==> src/rtl/mux_pkg.sv <==
// mux_pkg: shared arbitration mode constants and channel-index width helper
package mux_pkg;
    localparam int MUX_MODE_SEL = 0;
    localparam int MUX_MODE_RR  = 1;
    function automatic int ch_w(input int n);
        return (n > 1) ? $clog2(n) : 1;
    endfunction
endpackage

==> src/rtl/rr_arbiter_n.sv <==
// rr_arbiter_n: combinational round-robin grant starting after the last winner
module rr_arbiter_n
    import mux_pkg::*;
#(
    parameter int NUM_CH = 4,
    localparam int CH_W = ch_w(NUM_CH)
) (
    input  logic [NUM_CH-1:0] req,
    input  logic [CH_W-1:0]   last,
    output logic [NUM_CH-1:0] grant,
    output logic [CH_W-1:0]   idx
);
    logic [CH_W-1:0] c;
    always_comb begin
        grant = '0;
        idx = '0;
        c = '0;
        // farthest candidate first so the nearest requester after last overwrites
        for (int i = NUM_CH; i >= 1; i--) begin
            c = CH_W'((int'(last) + i) % NUM_CH);
            if (req[c]) begin
                grant = '0;
                grant[c] = 1'b1;
                idx = c;
            end
        end
    end
endmodule

==> src/rtl/mux_rr_nto1.sv <==
// mux_rr_nto1: registered N-to-1 valid/ready mux with select or round-robin arbitration
module mux_rr_nto1
    import mux_pkg::*;
#(
    parameter int DATA_W = 2,
    parameter int NUM_CH = 4,
    parameter int MODE = MUX_MODE_RR,
    localparam int CH_W = ch_w(NUM_CH)
) (
    input  logic                     i_clk,
    input  logic                     i_reset,
    input  logic [NUM_CH*DATA_W-1:0] i_data,
    input  logic [NUM_CH-1:0]        i_valid,
    output logic [NUM_CH-1:0]        o_ready,
    input  logic [CH_W-1:0]          i_sel,
    output logic [DATA_W-1:0]        o_data,
    output logic [CH_W-1:0]          o_ch,
    output logic                     o_valid,
    input  logic                     i_ready
);
    logic [NUM_CH-1:0] grant;
    logic [CH_W-1:0]   idx;
    logic              load_en;
    logic              take;

    assign load_en = !o_valid || i_ready;
    assign o_ready = i_reset ? '0 : grant & {NUM_CH{load_en}};
    assign take    = |o_ready;

    generate
        if (MODE == MUX_MODE_RR) begin : g_rr
            logic [CH_W-1:0] last;
            rr_arbiter_n #(.NUM_CH(NUM_CH)) u_arb (
                .req(i_valid),
                .last(last),
                .grant(grant),
                .idx(idx)
            );
            // priority moves only on an actual transfer
            always_ff @(posedge i_clk) begin
                if (i_reset) last <= CH_W'(NUM_CH - 1);
                else if (take) last <= idx;
            end
        end else begin : g_sel
            always_comb begin
                grant = '0;
                for (int k = 0; k < NUM_CH; k++) grant[k] = (int'(i_sel) == k) && i_valid[k];
            end
            assign idx = i_sel;
        end
    endgenerate

    always_ff @(posedge i_clk) begin
        if (i_reset) begin
            o_valid <= 1'b0;
            o_data  <= '0;
            o_ch    <= '0;
        end else if (load_en) begin
            o_valid <= take;
            if (take) begin
                o_data <= i_data[int'(idx)*DATA_W +: DATA_W];
                o_ch   <= idx;
            end
        end
    end
endmodule

==> config.mk <==
export PLATFORM = sky130hd
export DESIGN_NAME = mux_rr_nto1
export DESIGN_NICKNAME = d
export VERILOG_FILES = /design/src/rtl/mux_pkg.sv /design/src/rtl/rr_arbiter_n.sv /design/src/rtl/mux_rr_nto1.sv
export SDC_FILE = /design/constraint.sdc
export NUM_CORES = 1
export LEC_CHECK = 0
export ABC_CLOCK_PERIOD_IN_PS = 3470
export BUFFER_PORTS_ARGS = -buffer_cell sky130_fd_sc_hd__clkbuf_2
export CELL_PAD_IN_SITES_DETAIL_PLACEMENT = 1
export CELL_PAD_IN_SITES_GLOBAL_PLACEMENT = 2
export CORE_ASPECT_RATIO = 1.75
export CORE_MARGIN = 1
export CORE_UTILIZATION = 30
export DETAILED_ROUTE_END_ITERATION = 12
export GPL_TIMING_DRIVEN = 0
export PLACE_DENSITY_LB_ADDON = 0.2
export SKIP_CTS_REPAIR_TIMING = 1
export SYNTH_ARGS = -nofsm -noshare
export SYNTH_HDL_FRONTEND = slang
export SYNTH_SLANG_ARGS = --single-unit
export TNS_END_PERCENT = 30
==> constraint.sdc <==
create_clock -name i_clk -period 3.47 [get_ports i_clk]
set_input_delay 0.5205 -clock i_clk [delete_from_list [all_inputs] [get_ports i_clk]]
set_output_delay 0.5205 -clock i_clk [all_outputs]
set_load 0.05 [all_outputs]
==> run metrics, run 1 <==
Routed WL 2878 µm; data required time of the worst path 2950 ps; FF/Latch Area 141.4 µm²; Vias/cell 5.382; routed length per instance 15.47 µm; CTS tree yes; Post-Syn Area per Cell 8.493 µm²; footprint of the multi-input gates 780.7 µm²; nets 168; post-synthesis mux area share 21.77%; WS Path Type reg -> out; total global-route track usage 17.60%; Final Non-Filler Cells 186; GRT overflow 0; pwr dens 1017 nW/µm²; antenna cells 0; Seq cells post-synth 7; status finished, final reports clean; yosys warns 0; Seq/Total Area, Yosys 14.60%; Clock Path Buffers 2; ys async rst share 0%; CTS Root Cell clkbuf_8; DR vias 1001; CP Launch Type flip-flop; post-route ant nets 0; Slew Limit Headroom 62.36%; clk sink count 7; Clock Skews 2.745 ps; placed cell count 176; CP max FO 9; fin crit period 3361 ps; layout cells sized above 1 40.28%; clock slew at reported path FFs 40 ps; transition time of the tightest slew-check pin 564.6 ps; post-synthesis adder-cell area fraction 7.823%; Die ar. 3438 µm²; Slew Limit Fails 0; GP Congestion 0.7854; largest net degree at the start of global routing 11; Cell Area, Synth 959.7 µm²; HP Class reg -> reg; Setup crit end kind output port; Initial Utilization 32.07%; fmax 0.2975 GHz; post-route DRC violation count 0; Cells after Synth 113; simple-gate area share of the yosys netlist 20.99%; core area 2993 µm²; critical path arrival 2840 ps; worst skew pair latency 230 ps; fin crit share 96.86%; Synth area leader dfxtp_1; Port Buffers 21; post-synthesis cell type count 46; CTS Buf Count 3; syn_nets 136; EDFF count, synth 0; dpl cell area 1117 µm²; # IOs 26; Filler cells 384; Setup-failing EPs final 0; top cells by area, synth dfxtp_1, mux2i_1, ha_1; Die X 44.76 µm; die height 76.82 µm; Compound-Gate Fraction of Synth Area 27.12%; XOR/XNOR Fraction of Synth Area 0%; most frequent cells after synthesis mux2i_1, nand3_1, a21oi_1, dfxtp_1, ha_1; design area 1256 µm²; DRT Pass-1 Iters 3; Leakage 0.5436 nW; Hold Vio Cnt, Final 0; largest family of logic cells by synthesized area compound AO/OA/AOI/OAI gates; H-tree levels 1; post-DP HPWL 2210 µm; DRT iter0 DRCs 15; Hold Slack 466.6 ps; dominant synthesized flop cell dfxtp_1; first-pass GRT wire length 4705 µm; initial antenna violation count 0; row count 26; MaxCap Viol Count 0; vias in the first global route 1034; peak supply drop 480.6 µV; area grow syn2layout 30.90%; Synth top area share 14.60%
-- sequential cells by signal, summed over array words and instances, names as in the netlist --
name / flops
o_valid: 1
g_rr.last: 2
o_data: 2
o_ch: 2
-- placed cells by master (no fill, tap or decap), types with 4 or more instances in the layout --
cell | netlist | final
clkbuf_2 | 1 | 21
buf_4 | 0 | 7
nand3_1 | 10 | 10
o21ai_1 | 4 | 4
mux2i_1 | 10 | 7
nand2_1 | 4 | 4
ha_1 | 6 | 6
dfxtp_1 | 7 | 6
a21oi_1 | 7 | 7
-- critical path, stage by stage, from the launching register on --
cell and delay [ps]:
dfxtp_1 380, buf_6 170, clkinvlp_4 130, ha_1 300, buf_6 150, mux2i_4 280
mux2i_2 150, a221oi_2 290, o211ai_1 110, o211ai_1 270, inv_2 150, buf_4 230
-- cell type report --
cell class / count / share of cell area (%)
Multi-Input combinational cell: 92 / 62.15
Timing Repair Buffer: 27 / 12.15
Sequential cell: 7 / 11.26
Buffer: 8 / 4.582
Tap cell: 42 / 4.183
Clock buffer: 4 / 3.586
Inverter: 6 / 2.092
-- power by group --
group          total, mW  switching (mW)  internal (mW)
clock network      0.118          0.0379         0.0797
logic               1.01           0.613          0.399
registers          0.148          0.0259          0.122
total               1.28           0.677          0.600
-- stage by stage --
| step | setup TNS, ps | total power, mW | util (%) | worst slack, ps |
|---|---|---|---|---|
| 2_1_floorplan | 0 | 0.8710 | - | 255.5 |
| 4_1_cts | -384.1 | 1.179 | 38.84 | -373.5 |
| 5_1_grt | -57.79 | 1.363 | 41.97 | -57.79 |
| 6_report | 0 | 1.277 | 41.97 | 108.9 |
| 3_3_place_gp | -5.538 | 1.037 | 37.33 | -5.538 |
| 3_5_place_dp | -108.9 | 1.054 | 37.33 | -108.9 |
-- per-layer routing --
layer / up-vias / global-route usage, % / part of all wire [%]
met2: 17 / 34.56 / 58
li1: 490 / - / -
met1: 492 / 18.79 / 39
met3: 2 / 2.353 / 2.5
met5: - / 0 / 0
met4: 0 / 2.727 / 0.56
-- cell families after synthesis --
| group | Yosys count |
|---|---|
| compound gates | 36 |
| simple gates | 34 |
| mux | 16 |
| buf+inv | 14 |
| flops | 7 |
| fa+ha+maj | 6 |
-- worst paths after layout --
path / start / to / slack (ps) / cells after the start
max: g_rr.last[1]$_SDFFE_PP1P_ / o_ready[0] / 110 / 11
min: o_ch[1]$_SDFFE_PP0P_ / o_ch[1]$_SDFFE_PP0P_ / 470 / 2
max reg2reg: g_rr.last[1]$_SDFFE_PP1P_ / g_rr.last[0]$_SDFFE_PP1P_ / 300 / 11
min reg2reg: o_ch[1]$_SDFFE_PP0P_ / o_ch[1]$_SDFFE_PP0P_ / 470 / 2
(Power assumes the default switching activity.)
==> run 2, diff against run 1 <==
BUFFER_PORTS_ARGS = -buffer_cell sky130_fd_sc_hd__buf_2   (was -buffer_cell sky130_fd_sc_hd__clkbuf_2)
==> run metrics, run 2 (synthesis gave the netlist of run 1 again) <==
row count 26 (unchanged); antenna cells 0 (unchanged); layout cells sized above 1 44.37% (+4.1 points); status finished, final reports clean; biggest regs g_rr.last x2, o_ch x2, o_data x2; DRT Pass-1 Iters 4 (+1); Leakage 0.5833 nW (+7.3%); critical path arrival 2770 ps (-70 ps); metal2 WL 1702 µm (+1.4%); initial antenna violation count 0 (unchanged); H-tree levels 1 (unchanged); cell family with most CP delay buffers and inverters; clock share of power 9.0% (-0.2 points); pwr dens 1012 nW/µm² (-0.48%); GP Congestion 0.8017 (+2.1%); Buffers & Inverters on Critical Path 6 (+1); WL met3 21 µm (-70%); die height 76.82 µm (unchanged); Routed WL 2917 µm (+1.4%); worst skew pair latency 230 ps (about the same); CP max FO 9 (unchanged); Die X 44.76 µm (unchanged); WS Path Type reg -> out; Setup-failing EPs final 0 (unchanged); Hold Vio Cnt, Final 0 (unchanged); fin crit period 3292 ps (-69.06 ps); post-DP HPWL 2243 µm (+1.5%); DR vias 1040 (+3.9%); FF/Latch Area 142.6 µm² (+0.88%); fmax 0.3038 GHz (+2.1%); largest net degree at the start of global routing 11 (unchanged); Initial Utilization 32.07% (unchanged); Setup crit end kind output port; nets 175 (+4.2%); combinational power share 80.0% (+0.8 points); Filler cells 388 (+1.0%); fin crit share 94.87% (-2.0 points); Internal 0.6458 mW (+7.6%); # IOs 26 (unchanged); area grow syn2layout 37.29%; CP max stage delay 350 ps (-30 ps); Highest Signal Layer met4; HP Class reg -> reg; crit-path cells buf_6 -> clkinvlp_4 -> ha_1 -> buf_6 -> mux2i_4 -> buf_4 -> o2111a_1 -> a221oi_2 -> o211ai_1 -> o211ai_1 -> inv_2 -> buf_6; peak supply drop 545.8 µV (+14%); sw frac 51.56% (-1.4 points); routed length per instance 15.11 µm (-2.3%); Slew Limit Headroom 61.22% (-1.1 points); Clock Path Buffers 2 (unchanged); Slew Limit Fails 0 (unchanged); CTS tree yes; Die ar. 3438 µm² (unchanged); slowest CP cell dfxtp_2; CTS Buf Count 3 (unchanged); total negative setup slack 0 ps (unchanged); first-pass GRT wire length 5016 µm (+6.6%); DRT iter0 DRCs 19 (+4); CP dominant cell by count buf_6; transition time of the tightest slew-check pin 581.7 ps (+17.08 ps); commonest non-fill, non-tap cell in the layout buf_2; post-route DRC violation count 0 (unchanged); CP Launch Type flip-flop; reg2reg setup slack 320 ps (+20 ps); post-route ant nets 0 (unchanged); clk sink count 7 (unchanged); commonest cells after routing, fill and taps aside buf_2, buf_4, nand3_1; Port Buffers 21 (unchanged); switching power 0.6874 mW (+1.5%); Final Util 44.02% (+2.0 points); MaxCap Viol Count 0 (unchanged); core area 2993 µm² (unchanged); GRT overflow 0 (unchanged); Clock Skews 2.457 ps (-0.2876 ps); Seq pwr share 11.1% (-0.5 points); Vias/cell 5.389 (+0.13%); met1 WL 1155 µm (+4.0%); CTS Root Cell clkbuf_8; data required time of the worst path 2950 ps (about the same); Hold Slack 462.9 ps (-3.676 ps); clock slew at reported path FFs 40 ps (about the same); total global-route track usage 18.93% (+1.3 points); vias in the first global route 1095 (+5.9%); footprint of the multi-input gates 784.5 µm² (+0.48%)
[run 2: cell type report]
| cell class | instances | area share [%] |
|---|---|---|
| Buffer | 8 | 4.368 |
| Sequential cell | 7 | 10.83 |
| Clock buffer | 4 | 3.419 |
| Timing Repair Buffer | 34 | 15.86 |
| Multi-Input combinational cell | 92 | 59.54 |
| Inverter | 6 | 1.994 |
| Tap cell | 42 | 3.989 |
[run 2: routing by layer]
metal	GRT usage, %	up-vias
li1	-	507
met1	20.95	515
met2	35.74	14
met3	0.2353	4
met4	7.273	0
met5	0	-
[run 2: worst paths after layout]
check                                 start                        end  cells past startpoint
hold reg to reg      o_data[1]$_SDFFE_PP0P_     o_data[1]$_SDFFE_PP0P_                      2
setup / recovery  g_rr.last[1]$_SDFFE_PP1P_                 o_ready[0]                     12
setup reg to reg  g_rr.last[1]$_SDFFE_PP1P_  g_rr.last[0]$_SDFFE_PP1P_                     11
hold / removal       o_data[1]$_SDFFE_PP0P_     o_data[1]$_SDFFE_PP0P_                      2
[run 2: worst min-delay path, delay by kind of cell (launching register included)]
family	cells	cell delay (ps)
flops	1	300
simple gates	1	60
compound gates	1	50
[run 2: power groups by stage]
stage / logic [mW] / registers [mW] / clock network [mW]
after CTS: 0.914 / 0.145 / 0.122
after global placement: 0.893 / 0.144 / 0
after floorplan: 0.627 / 0.244 / 0
after detailed placement: 0.910 / 0.146 / 0
final: 1.07 / 0.148 / 0.119
after global routing: 1.16 / 0.154 / 0.125
[run 2: through the flow]
step                      total power, mW  instances  cell area [µm²]  setup WS, ps
after detailed placement            1.056        176             1117        -31.89
after floorplan                    0.8710        113            959.7         255.5
after global routing                1.438        193             1318        -11.73
after global placement              1.037        176             1117         18.40
final                               1.333        193             1318         178.0
after CTS                           1.181        180             1162        -298.7
